## src/rtl/cache_fill_arbiter_if.sv

```systemverilog
// Bundle between the fill arbiter, the two cache miss/fill ports and main memory.
// The slave modport is the arbiter's view; master is the surrounding caches and memory.
interface cache_fill_arbiter_if #(
  parameter int unsigned WORDS_PER_BLOCK = 8,
  parameter int unsigned ADDR_W          = 16
);
  localparam int unsigned IdxW = $clog2(WORDS_PER_BLOCK);

  logic              icache_miss;
  logic [ADDR_W-1:0] icache_miss_addr;
  logic              dcache_miss;
  logic [ADDR_W-1:0] dcache_miss_addr;
  logic              mem_en;
  logic [ADDR_W-1:0] mem_addr;
  logic              mem_data_valid;
  logic [15:0]       mem_data;
  logic [15:0]       fill_data;
  logic [IdxW-1:0]   fill_word;
  logic              fill_we_i;
  logic              fill_we_d;
  logic              tag_we_i;
  logic              tag_we_d;
  logic              fill_done_i;
  logic              fill_done_d;
  logic              busy;

  modport slave (
    input  icache_miss, icache_miss_addr, dcache_miss, dcache_miss_addr,
    input  mem_data_valid, mem_data,
    output mem_en, mem_addr, fill_data, fill_word, fill_we_i, fill_we_d,
    output tag_we_i, tag_we_d, fill_done_i, fill_done_d, busy
  );

  modport master (
    output icache_miss, icache_miss_addr, dcache_miss, dcache_miss_addr,
    output mem_data_valid, mem_data,
    input  mem_en, mem_addr, fill_data, fill_word, fill_we_i, fill_we_d,
    input  tag_we_i, tag_we_d, fill_done_i, fill_done_d, busy
  );
endinterface

```

## src/rtl/cache_fill_arbiter.sv

```systemverilog
// I/D-cache miss handler: arbitrates misses, bursts block word reads and steers returns.
// Optional macro FILL_CRITICAL_WORD_FIRST_EN starts each burst at the missing word.
module cache_fill_arbiter #(
  parameter int unsigned WORDS_PER_BLOCK = 8,
  parameter int unsigned ADDR_W          = 16
) (
  input logic                  clk,
  input logic                  rst_n,
  cache_fill_arbiter_if.slave  bus
);
  localparam int unsigned IdxW    = $clog2(WORDS_PER_BLOCK);
  localparam int unsigned BlkBits = IdxW + 1;
  localparam int unsigned TagW    = ADDR_W - BlkBits;
  localparam logic [IdxW-1:0] LastIdx = IdxW'(WORDS_PER_BLOCK - 1);

  typedef enum logic [1:0] {StIdle, StFill, StDone} state_e;

  state_e          state_q;
  logic            own_d_q;
  logic [TagW-1:0] tag_q;
  logic [IdxW-1:0] crit_q;
  logic [IdxW-1:0] req_cnt_q;
  logic [IdxW-1:0] req_idx_q;
  logic [IdxW-1:0] rcv_cnt_q;
  logic            mem_en_q;
  logic            done_i_q;
  logic            done_d_q;

  logic            sel_d;
  logic [TagW-1:0] sel_tag;
  logic [IdxW-1:0] sel_crit;
  logic            fill_hit;
  logic            fill_last;

  // D side wins simultaneous misses.
  assign sel_d   = bus.dcache_miss;
  assign sel_tag = sel_d ? bus.dcache_miss_addr[ADDR_W-1:BlkBits]
                         : bus.icache_miss_addr[ADDR_W-1:BlkBits];
`ifdef FILL_CRITICAL_WORD_FIRST_EN
  assign sel_crit = sel_d ? bus.dcache_miss_addr[IdxW:1] : bus.icache_miss_addr[IdxW:1];
`else
  assign sel_crit = '0;
`endif

  always_ff @(posedge clk or negedge rst_n) begin
    if (!rst_n) begin
      state_q   <= StIdle;
      own_d_q   <= 1'b1;
      tag_q     <= '0;
      crit_q    <= '0;
      req_cnt_q <= '0;
      req_idx_q <= '0;
      rcv_cnt_q <= '0;
      mem_en_q  <= 1'b0;
      done_i_q  <= 1'b0;
      done_d_q  <= 1'b0;
    end else begin
      done_i_q <= 1'b0;
      done_d_q <= 1'b0;
      unique case (state_q)
        StIdle: begin
          if (bus.dcache_miss || bus.icache_miss) begin
            own_d_q   <= sel_d;
            tag_q     <= sel_tag;
            crit_q    <= sel_crit;
            req_idx_q <= sel_crit;
            req_cnt_q <= '0;
            rcv_cnt_q <= '0;
            mem_en_q  <= 1'b1;
            state_q   <= StFill;
          end
        end
        StFill: begin
          // Request side holds on the last word once the burst is issued.
          if (mem_en_q) begin
            if (req_cnt_q == LastIdx) begin
              mem_en_q <= 1'b0;
            end else begin
              req_cnt_q <= req_cnt_q + 1'b1;
              req_idx_q <= req_idx_q + 1'b1;
            end
          end
          if (bus.mem_data_valid) begin
            rcv_cnt_q <= rcv_cnt_q + 1'b1;
            if (rcv_cnt_q == LastIdx) begin
              state_q  <= StDone;
              done_d_q <= own_d_q;
              done_i_q <= !own_d_q;
            end
          end
        end
        StDone: begin
          state_q <= StIdle;
        end
        default: begin
          state_q <= StIdle;
        end
      endcase
    end
  end

  // Return steering is combinational so each word is written the cycle it arrives.
  assign fill_hit  = (state_q == StFill) && bus.mem_data_valid;
  assign fill_last = fill_hit && (rcv_cnt_q == LastIdx);

  assign bus.mem_en      = mem_en_q;
  assign bus.mem_addr    = {tag_q, req_idx_q, 1'b0};
  assign bus.fill_data   = bus.mem_data;
  assign bus.fill_word   = crit_q + rcv_cnt_q;
  assign bus.fill_we_i   = fill_hit && !own_d_q;
  assign bus.fill_we_d   = fill_hit && own_d_q;
  assign bus.tag_we_i    = fill_last && !own_d_q;
  assign bus.tag_we_d    = fill_last && own_d_q;
  assign bus.fill_done_i = done_i_q;
  assign bus.fill_done_d = done_d_q;
  assign bus.busy        = (state_q != StIdle);
endmodule

```

## src/flat_wrapper.sv

```systemverilog
// flat-port wrapper written by rule: the top's interface ports become plain ports
module cache_fill_arbiter_flat 
#(
  parameter int unsigned WORDS_PER_BLOCK = 8,
  parameter int unsigned ADDR_W          = 16
)
  (clk, rst_n, bus_icache_miss, bus_icache_miss_addr, bus_dcache_miss, bus_dcache_miss_addr, bus_mem_data_valid, bus_mem_data, bus_mem_en, bus_mem_addr, bus_fill_data, bus_fill_word, bus_fill_we_i, bus_fill_we_d, bus_tag_we_i, bus_tag_we_d, bus_fill_done_i, bus_fill_done_d, bus_busy);
  cache_fill_arbiter_if #(.WORDS_PER_BLOCK(WORDS_PER_BLOCK), .ADDR_W(ADDR_W)) bus_i ();
  input logic clk;
  input logic rst_n;
  input wire logic [$bits(bus_i.icache_miss)-1:0] bus_icache_miss;
  input wire logic [$bits(bus_i.icache_miss_addr)-1:0] bus_icache_miss_addr;
  input wire logic [$bits(bus_i.dcache_miss)-1:0] bus_dcache_miss;
  input wire logic [$bits(bus_i.dcache_miss_addr)-1:0] bus_dcache_miss_addr;
  input wire logic [$bits(bus_i.mem_data_valid)-1:0] bus_mem_data_valid;
  input wire logic [$bits(bus_i.mem_data)-1:0] bus_mem_data;
  output wire logic [$bits(bus_i.mem_en)-1:0] bus_mem_en;
  output wire logic [$bits(bus_i.mem_addr)-1:0] bus_mem_addr;
  output wire logic [$bits(bus_i.fill_data)-1:0] bus_fill_data;
  output wire logic [$bits(bus_i.fill_word)-1:0] bus_fill_word;
  output wire logic [$bits(bus_i.fill_we_i)-1:0] bus_fill_we_i;
  output wire logic [$bits(bus_i.fill_we_d)-1:0] bus_fill_we_d;
  output wire logic [$bits(bus_i.tag_we_i)-1:0] bus_tag_we_i;
  output wire logic [$bits(bus_i.tag_we_d)-1:0] bus_tag_we_d;
  output wire logic [$bits(bus_i.fill_done_i)-1:0] bus_fill_done_i;
  output wire logic [$bits(bus_i.fill_done_d)-1:0] bus_fill_done_d;
  output wire logic [$bits(bus_i.busy)-1:0] bus_busy;
  assign bus_i.icache_miss = bus_icache_miss;
  assign bus_i.icache_miss_addr = bus_icache_miss_addr;
  assign bus_i.dcache_miss = bus_dcache_miss;
  assign bus_i.dcache_miss_addr = bus_dcache_miss_addr;
  assign bus_i.mem_data_valid = bus_mem_data_valid;
  assign bus_i.mem_data = bus_mem_data;
  assign bus_mem_en = bus_i.mem_en;
  assign bus_mem_addr = bus_i.mem_addr;
  assign bus_fill_data = bus_i.fill_data;
  assign bus_fill_word = bus_i.fill_word;
  assign bus_fill_we_i = bus_i.fill_we_i;
  assign bus_fill_we_d = bus_i.fill_we_d;
  assign bus_tag_we_i = bus_i.tag_we_i;
  assign bus_tag_we_d = bus_i.tag_we_d;
  assign bus_fill_done_i = bus_i.fill_done_i;
  assign bus_fill_done_d = bus_i.fill_done_d;
  assign bus_busy = bus_i.busy;
  cache_fill_arbiter #(.WORDS_PER_BLOCK(WORDS_PER_BLOCK), .ADDR_W(ADDR_W)) u_core (.clk(clk), .rst_n(rst_n), .bus(bus_i));
endmodule
```

## config.mk

```make
export PLATFORM = sky130hd
export DESIGN_NAME = cache_fill_arbiter_flat
export DESIGN_NICKNAME = d
export VERILOG_FILES = /design/src/rtl/cache_fill_arbiter_if.sv /design/src/rtl/cache_fill_arbiter.sv /design/src/flat_wrapper.sv
export SDC_FILE = /design/constraint.sdc
export NUM_CORES = 1
export LEC_CHECK = 0
export BUFFER_PORTS_ARGS = -buffer_cell sky130_fd_sc_hd__buf_2
export CELL_PAD_IN_SITES_DETAIL_PLACEMENT = 1
export CELL_PAD_IN_SITES_GLOBAL_PLACEMENT = 1
export CORE_MARGIN = 2
export CORE_UTILIZATION = 30
export CTS_BUF_LIST = sky130_fd_sc_hd__clkbuf_8
export DETAILED_ROUTE_END_ITERATION = 16
export PLACE_DENSITY_LB_ADDON = 0.3
export SYNTH_ARGS = -nofsm -noshare
export SYNTH_HDL_FRONTEND = slang
export SYNTH_SLANG_ARGS = --single-unit
```

## constraint.sdc

```tcl
create_clock -name clk -period 2.2 [get_ports clk]
set_input_delay 0.33 -clock clk [delete_from_list [all_inputs] [get_ports clk]]
set_output_delay 0.33 -clock clk [all_outputs]
set_load 0.01 [all_outputs]
```

==> results of run 1 <==
-- cell families (layout without fill, tap and decap cells) --
group / after synthesis / count (layout) / share of synthesized area
buf+inv: 27 / 62 / 0.136
flops: 27 / 27 / 0.465
compound gates: 37 / 37 / 0.174
mux: 15 / 15 / 0.106
other cells: 1 / 1 / 0.00257
fa+ha+maj: 5 / 5 / 0.0430
simple gates: 17 / 17 / 0.0739
-- report_power, final --
group	total [W]	switching [W]	internal, W
clock network	0.000283	0.000156	0.000127
registers	0.000881	0.000154	0.000727
logic	0.00106	0.000563	0.000495
total	0.00222	0.000873	0.00135
-- worst max-delay path, cell delays in order (launching register included) --
cell,delay [ns]
dfrtp_1,0.42
ha_1,0.21
ha_1,0.21
and2_1,0.16
nor2b_1,0.12
buf_2,0.13
-- flip-flops by register name, indices dropped and copies added (netlist names) --
register / cells
u_core.rcv_cnt_q: 3
u_core.tag_q: 12
u_core.bus.fill_done_d: 1
u_core.own_d_q: 1
u_core.req_idx_q: 3
u_core.req_cnt_q: 3
u_core.state_q: 2
u_core.bus.fill_done_i: 1
u_core.bus.mem_en: 1
-- through the flow --
step                hold slack [ns]  cell area [µm²]
floorplan                    0.0344             1460
global placement              0.375             1620
detailed placement            0.378             1620
CTS                          0.0745             1670
global route                  0.105             1670
finish                       0.0597             1670
-- path summary, 6_finish.rpt --
| path | from | to | slack, ns | depth (start not counted) |
|---|---|---|---|---|
| max | u_core.rcv_cnt_q[0] | bus_tag_we_i | 0.34 | 5 |
| min | rst_n | u_core.tag_q[5] | 0.06 | 1 |
| max reg2reg | u_core.req_cnt_q[0] | u_core.req_cnt_q[0] | 0.38 | 5 |
| min reg2reg | u_core.req_idx_q[2] | u_core.req_idx_q[2] | 0.50 | 1 |
| max in group asynchronous | rst_n | u_core.tag_q[6] | 1.74 | 1 |
| min in group clk | bus_mem_data_valid | u_core.state_q[0] | 0.35 | 3 |
-- synthesized netlist by cell type --
| library cell | instances |
|---|---|
| a21o_1 | 3 |
| a21oi_2 | 10 |
| and3_1 | 2 |
| conb_1 | 1 |
| a31oi_1 | 1 |
| ha_1 | 5 |
| nor2b_1 | 4 |
| nor4bb_1 | 1 |
| mux2i_1 | 12 |
| a22o_1 | 6 |
| or2_1 | 1 |
| buf_2 | 1 |
| nor2_2 | 1 |
| clkbuf_1 | 3 |
| and3b_1 | 1 |
| nand2_1 | 3 |
| and2_1 | 2 |
| a21oi_1 | 17 |
| dfrtp_1 | 26 |
| buf_4 | 17 |
| clkbuf_2 | 1 |
| inv_1 | 1 |
| and2_4 | 1 |
| buf_6 | 4 |
| dfstp_2 | 1 |
| mux2_2 | 3 |
| nand2b_1 | 1 |
-- routing by layer --
layer | track usage | vias up
li1 | - | 500
met1 | 0.147 | 518
met4 | 0.0485 | 0
met3 | 0.0521 | 4
met2 | 0.237 | 59
met5 | 0 | -
-- final cells by class --
cell class / count / area [µm²] / share of cell area
repair buffers: 57 / 293 / 0.175
flip-flops and latches: 27 / 677 / 0.406
clock buffers: 3 / 41.3 / 0.0247
multi-input cells: 75 / 582 / 0.349
clock inverters: 1 / 5.00 / 0.00300
inverters: 1 / 3.75 / 0.00225
well taps: 54 / 67.6 / 0.0405
==> flow_metrics.tcl, run 1 <==
set metrics [dict create \
    syn_to_final_growth_pct 14.6 \
    place_inst 214 \
    synth_fp_nets 187 \
    finalNonFillerCells 218 \
    min_path_type "in2async" \
    routed-wl-met3_um 326 \
    grt_pass1_wl_mm 5.64 \
    via_count 1081 \
    via_per_inst 4.96 \
    skew_ns 0.00753 \
    gp_congestion 0.675 \
    numCtsBuffers 3 \
    die_area_um2 5430 \
    grt_max_degree 28 \
    nNetsFinal 223 \
    synth_cell_type_count 27 \
    dr.max_layer_used "met4" \
    synth_area_leaders "dfrtp_1, buf_4, mux2i_1" \
    start_util 0.310 \
    cts_hold_buffers 0 \
    clk_latency_ns 0.27 \
    cp_data_required_time_ns 1.87 \
    root_buffer "clkbuf_8" \
    rows 25 \
    yosysTopAreaCell "dfrtp_1" \
    rsz0062_at_grt "false" \
    start_kind "flip-flop" \
    netlist.area_leader.share 0.447 \
    track_usage 0.135 \
    grt_overflow 0 \
    status "finished, final reports clean" \
    place_ws_ns 0.425 \
    layout_setup_ws_ns 0.335 \
    ys_ff_latch 27 \
    layout_commonest_cell "buf_2" \
    cts.sinks 27 \
    worst-setup-path-type "reg2out" \
    cp_max_fo 4 \
    clk_pin_slew_ns 0.10 \
    avgSynthCellArea_um2 11.3 \
    wl_met2_mm 1.68 \
    wirelength_mm 3.43 \
    tightestPinTransition_ns 0.614 \
    fillers 541 \
    clockBufferDepth 2 \
    numPortBuffers 54 \
    finalHoldViolCount 0 \
    drive_gt1_frac 0.470 \
    syn-cell-area_um2 1460 \
    slew_violations 0 \
    power_leakage_nw 0.843 \
    post_cts_resized 0 \
    ant_nets 0 \
    yosysSeqAreaShare 0.465 \
    fin_crit_sh 0.848 \
    coreArea_um2 4690 \
    die_height_um 73.7 \
    ir_drop_uv 397 \
    mostFrequentLayoutCells "buf_2, dfrtp_1, a21oi_1" \
    htreeDepth 1 \
    power_w 0.00222 \
    drc 0 \
    synth_cells 129 \
    powerDensity_nw_per_um2 1330 \
    period_needed_ns 1.86 \
    finalSetupTns_ns 0 \
    setup_viol 0 \
    ios 96 \
    ys.warnings.count 0 \
    crit_path_end_kind "primary output" \
    antenna_found_initial 0 \
    cap_violations 0 \
    final_util 0.356 \
    first_iter_violations 48 \
    relSlewSlack 0.591 \
    post_cts_buffers 0 \
    die_w_um 73.7 \
    antenna_cells 0 \
    post_drt_wl_per_cell_um 15.7 \
    fmax_mhz 536 \
    arrival_ns 1.53 \
    firstDrtPassIters 4 \
    grt_pass1_vias 1225 \
    route.layer.met1.wl_mm 1.40 \
    cts_tree "built" \
]
No activity file was read; power rests on OpenSTA's default activity.
==> inputs of run 2 (changes only) <==
- ABC_AREA: unset -> 1
- CORE_UTILIZATION: 30 -> 29
- clock period: 2.2 -> 1.9 ns (I/O delays scaled with it)
==> run 2 against run 1 <==
  * The run now ends with hold timing left
  * Critical path depth stayed put
  * Register-to-register slack about the same
  * Clock-buffer cell count unchanged
  * Synthesized cell count up 56%
  * Critical path type unchanged
  * Largest cell class unchanged
  * Highest routed layer unchanged
==> flow_metrics.tcl, run 2 <==
set metrics [dict create \
    status "finished, violations left" \
    violations "hold timing" \
    async_reset_ff_frac 1.00 \
    worst-setup-path-type "reg2out" \
    setup_viol 0 \
    synth_most_common_cell "nand2_1" \
    critPathBufInv 1 \
    syn_to_final_growth_pct 15.7 \
    die_w_um 76.4 \
    cp_max_fo 6 \
    track_usage 0.126 \
    layout_setup_ws_ns 0.175 \
    die_height_um 76.4 \
    start_util 0.300 \
    crit_path_end_kind "primary output" \
    clk_pin_slew_ns 0.09 \
    place_ws_ns 0.355 \
    ys_ff_latch 27 \
    numCtsBuffers 3 \
    root_buffer "clkbuf_8" \
    cap_violations 0 \
    largest_reg_flops 12 \
    period_needed_ns 1.73 \
    clk_latency_ns 0.27 \
    via_per_inst 4.35 \
    arrival_ns 1.44 \
    grt_max_degree 28 \
    synth_cells 201 \
    place_hpwl_mm 2.64 \
    via_count 1335 \
    crit_top_cell "ha_1" \
    antenna_cells 0 \
    numPortBuffers 54 \
    firstDrtPassIters 2 \
    yosysSeqAreaShare 0.445 \
    avgSynthCellArea_um2 7.56 \
    tightestPinTransition_ns 0.586 \
    synth_cell_type_count 19 \
    cts.sinks 27 \
    cts_hold_buffers 0 \
    cp_data_required_time_ns 1.62 \
    yosys_most_used_dff "dfrtp_1" \
    finalSetupTns_ns 0 \
    ys.warnings.count 0 \
    grt_pass1_wl_mm 6.04 \
    powerDensity_nw_per_um2 1380 \
    critPathTopFamily "flip-flops" \
    post_cts_buffers 0 \
    wirelength_mm 3.47 \
    gp_congestion 0.691 \
    antenna_found_initial 0 \
    finalHoldViolCount 1 \
    mostFrequentLayoutCells "nand2_1, buf_2, dfrtp_1" \
    yosysTopAreaCell "dfrtp_1" \
    power_w 0.00243 \
    first_iter_violations 24 \
    post_drt_wl_per_cell_um 11.3 \
    synth_edf_count 0 \
    drive_gt1_frac 0.308 \
    relSlewSlack 0.609 \
    yosys-top-cells-count "nand2_1, dfrtp_1, buf_4, inv_1, nand3_1" \
    skew_ns 0.00469 \
    power_leakage_nw 1.07 \
    crit_slowest_cell "dfrtp_1" \
    crit_chain "ha_1 -> ha_1 -> nand2_1 -> nor3_1 -> buf_2" \
    layout_commonest_cell "nand2_1" \
    top_register "u_core.tag_q" \
    ant_nets 0 \
    grt_pass1_vias 1366 \
    holdWs_ns -0.00122 \
    synth_area_leaders "dfrtp_1, nand2_1, buf_4" \
    htreeDepth 1 \
    fin_crit_sh 0.908 \
    nNetsFinal 296 \
    netlist.area_leader.share 0.428 \
    die_area_um2 5840 \
    grt_overflow 0 \
    ios 96 \
    ir_drop_uv 327 \
    cts_tree "built" \
    rsz0062_at_grt "false" \
    coreArea_um2 5070 \
    drc 0 \
    post_cts_resized 0 \
    synth_fp_nets 259 \
    clockBufferDepth 2 \
    syn-cell-area_um2 1520 \
    cpPeakStageDelay_ns 0.42 \
    fmax_mhz 580 \
    min_path_type "in2async" \
    slew_violations 0 \
    rows 26 \
    start_kind "flip-flop" \
]
==> run 2: layer usage <==
metal,share of wire,up-vias,track usage
met5,0,-,0
met2,0.50,41,0.220
li1,-,660,-
met4,0.013,0,0.0436
met1,0.43,629,0.148
met3,0.061,5,0.0332
==> run 2: per-stage QoR <==
step                      area [µm²]  hold WS, ns  utilization  cells
after floorplan                 1520      -0.0106            -    201
after global placement          1710        0.336        0.338    303
after detailed placement        1710        0.343        0.338    303
after CTS                       1760       0.0401        0.347    307
after global routing            1760       0.0539        0.347    307
final                           1760     -0.00122        0.347    307
==> run 2: cell type report <==
type	count	area [µm²]
fillers	685	3320
flip-flops and latches	27	677
multi-input cells	136	616
repair buffers	55	278
well taps	70	87.6
inverters	15	56.3
clock buffers	3	41.3
clock inverters	1	3.75
==> run 2: cells by family (layout without fill, tap and decap cells) <==
| kind of cell | after synthesis | count (layout) | share of synthesized area |
|---|---|---|---|
| simple gates | 128 | 128 | 0.353 |
| buf+inv | 38 | 74 | 0.150 |
| flops | 27 | 27 | 0.445 |
| compound gates | 2 | 2 | 0.00823 |
| fa+ha+maj | 5 | 5 | 0.0412 |
| other cells | 1 | 1 | 0.00247 |
==> run 2: power breakdown <==
part | total, W | switching, W | internal [W]
registers | 0.000981 | 0.000160 | 0.000820
clock network | 0.000322 | 0.000177 | 0.000145
logic | 0.00113 | 0.000682 | 0.000445
total | 0.00243 | 0.00102 | 0.00141
==> run 2: final timing paths <==
path | from | to | slack [ns] | depth (start not counted)
worst max-delay path | u_core.rcv_cnt_q[0] | bus_tag_we_d | 0.17 | 5
worst min-delay path | rst_n | u_core.tag_q[0] | -0.001 | 1
worst max register to register | u_core.req_cnt_q[0] | u_core.req_cnt_q[1] | 0.39 | 7
worst min register to register | u_core.tag_q[1] | u_core.tag_q[1] | 0.48 | 2
max in group asynchronous | rst_n | u_core.rcv_cnt_q[1] | 1.51 | 1
min in group clk | bus_icache_miss_addr[4] | u_core.tag_q[0] | 0.29 | 5
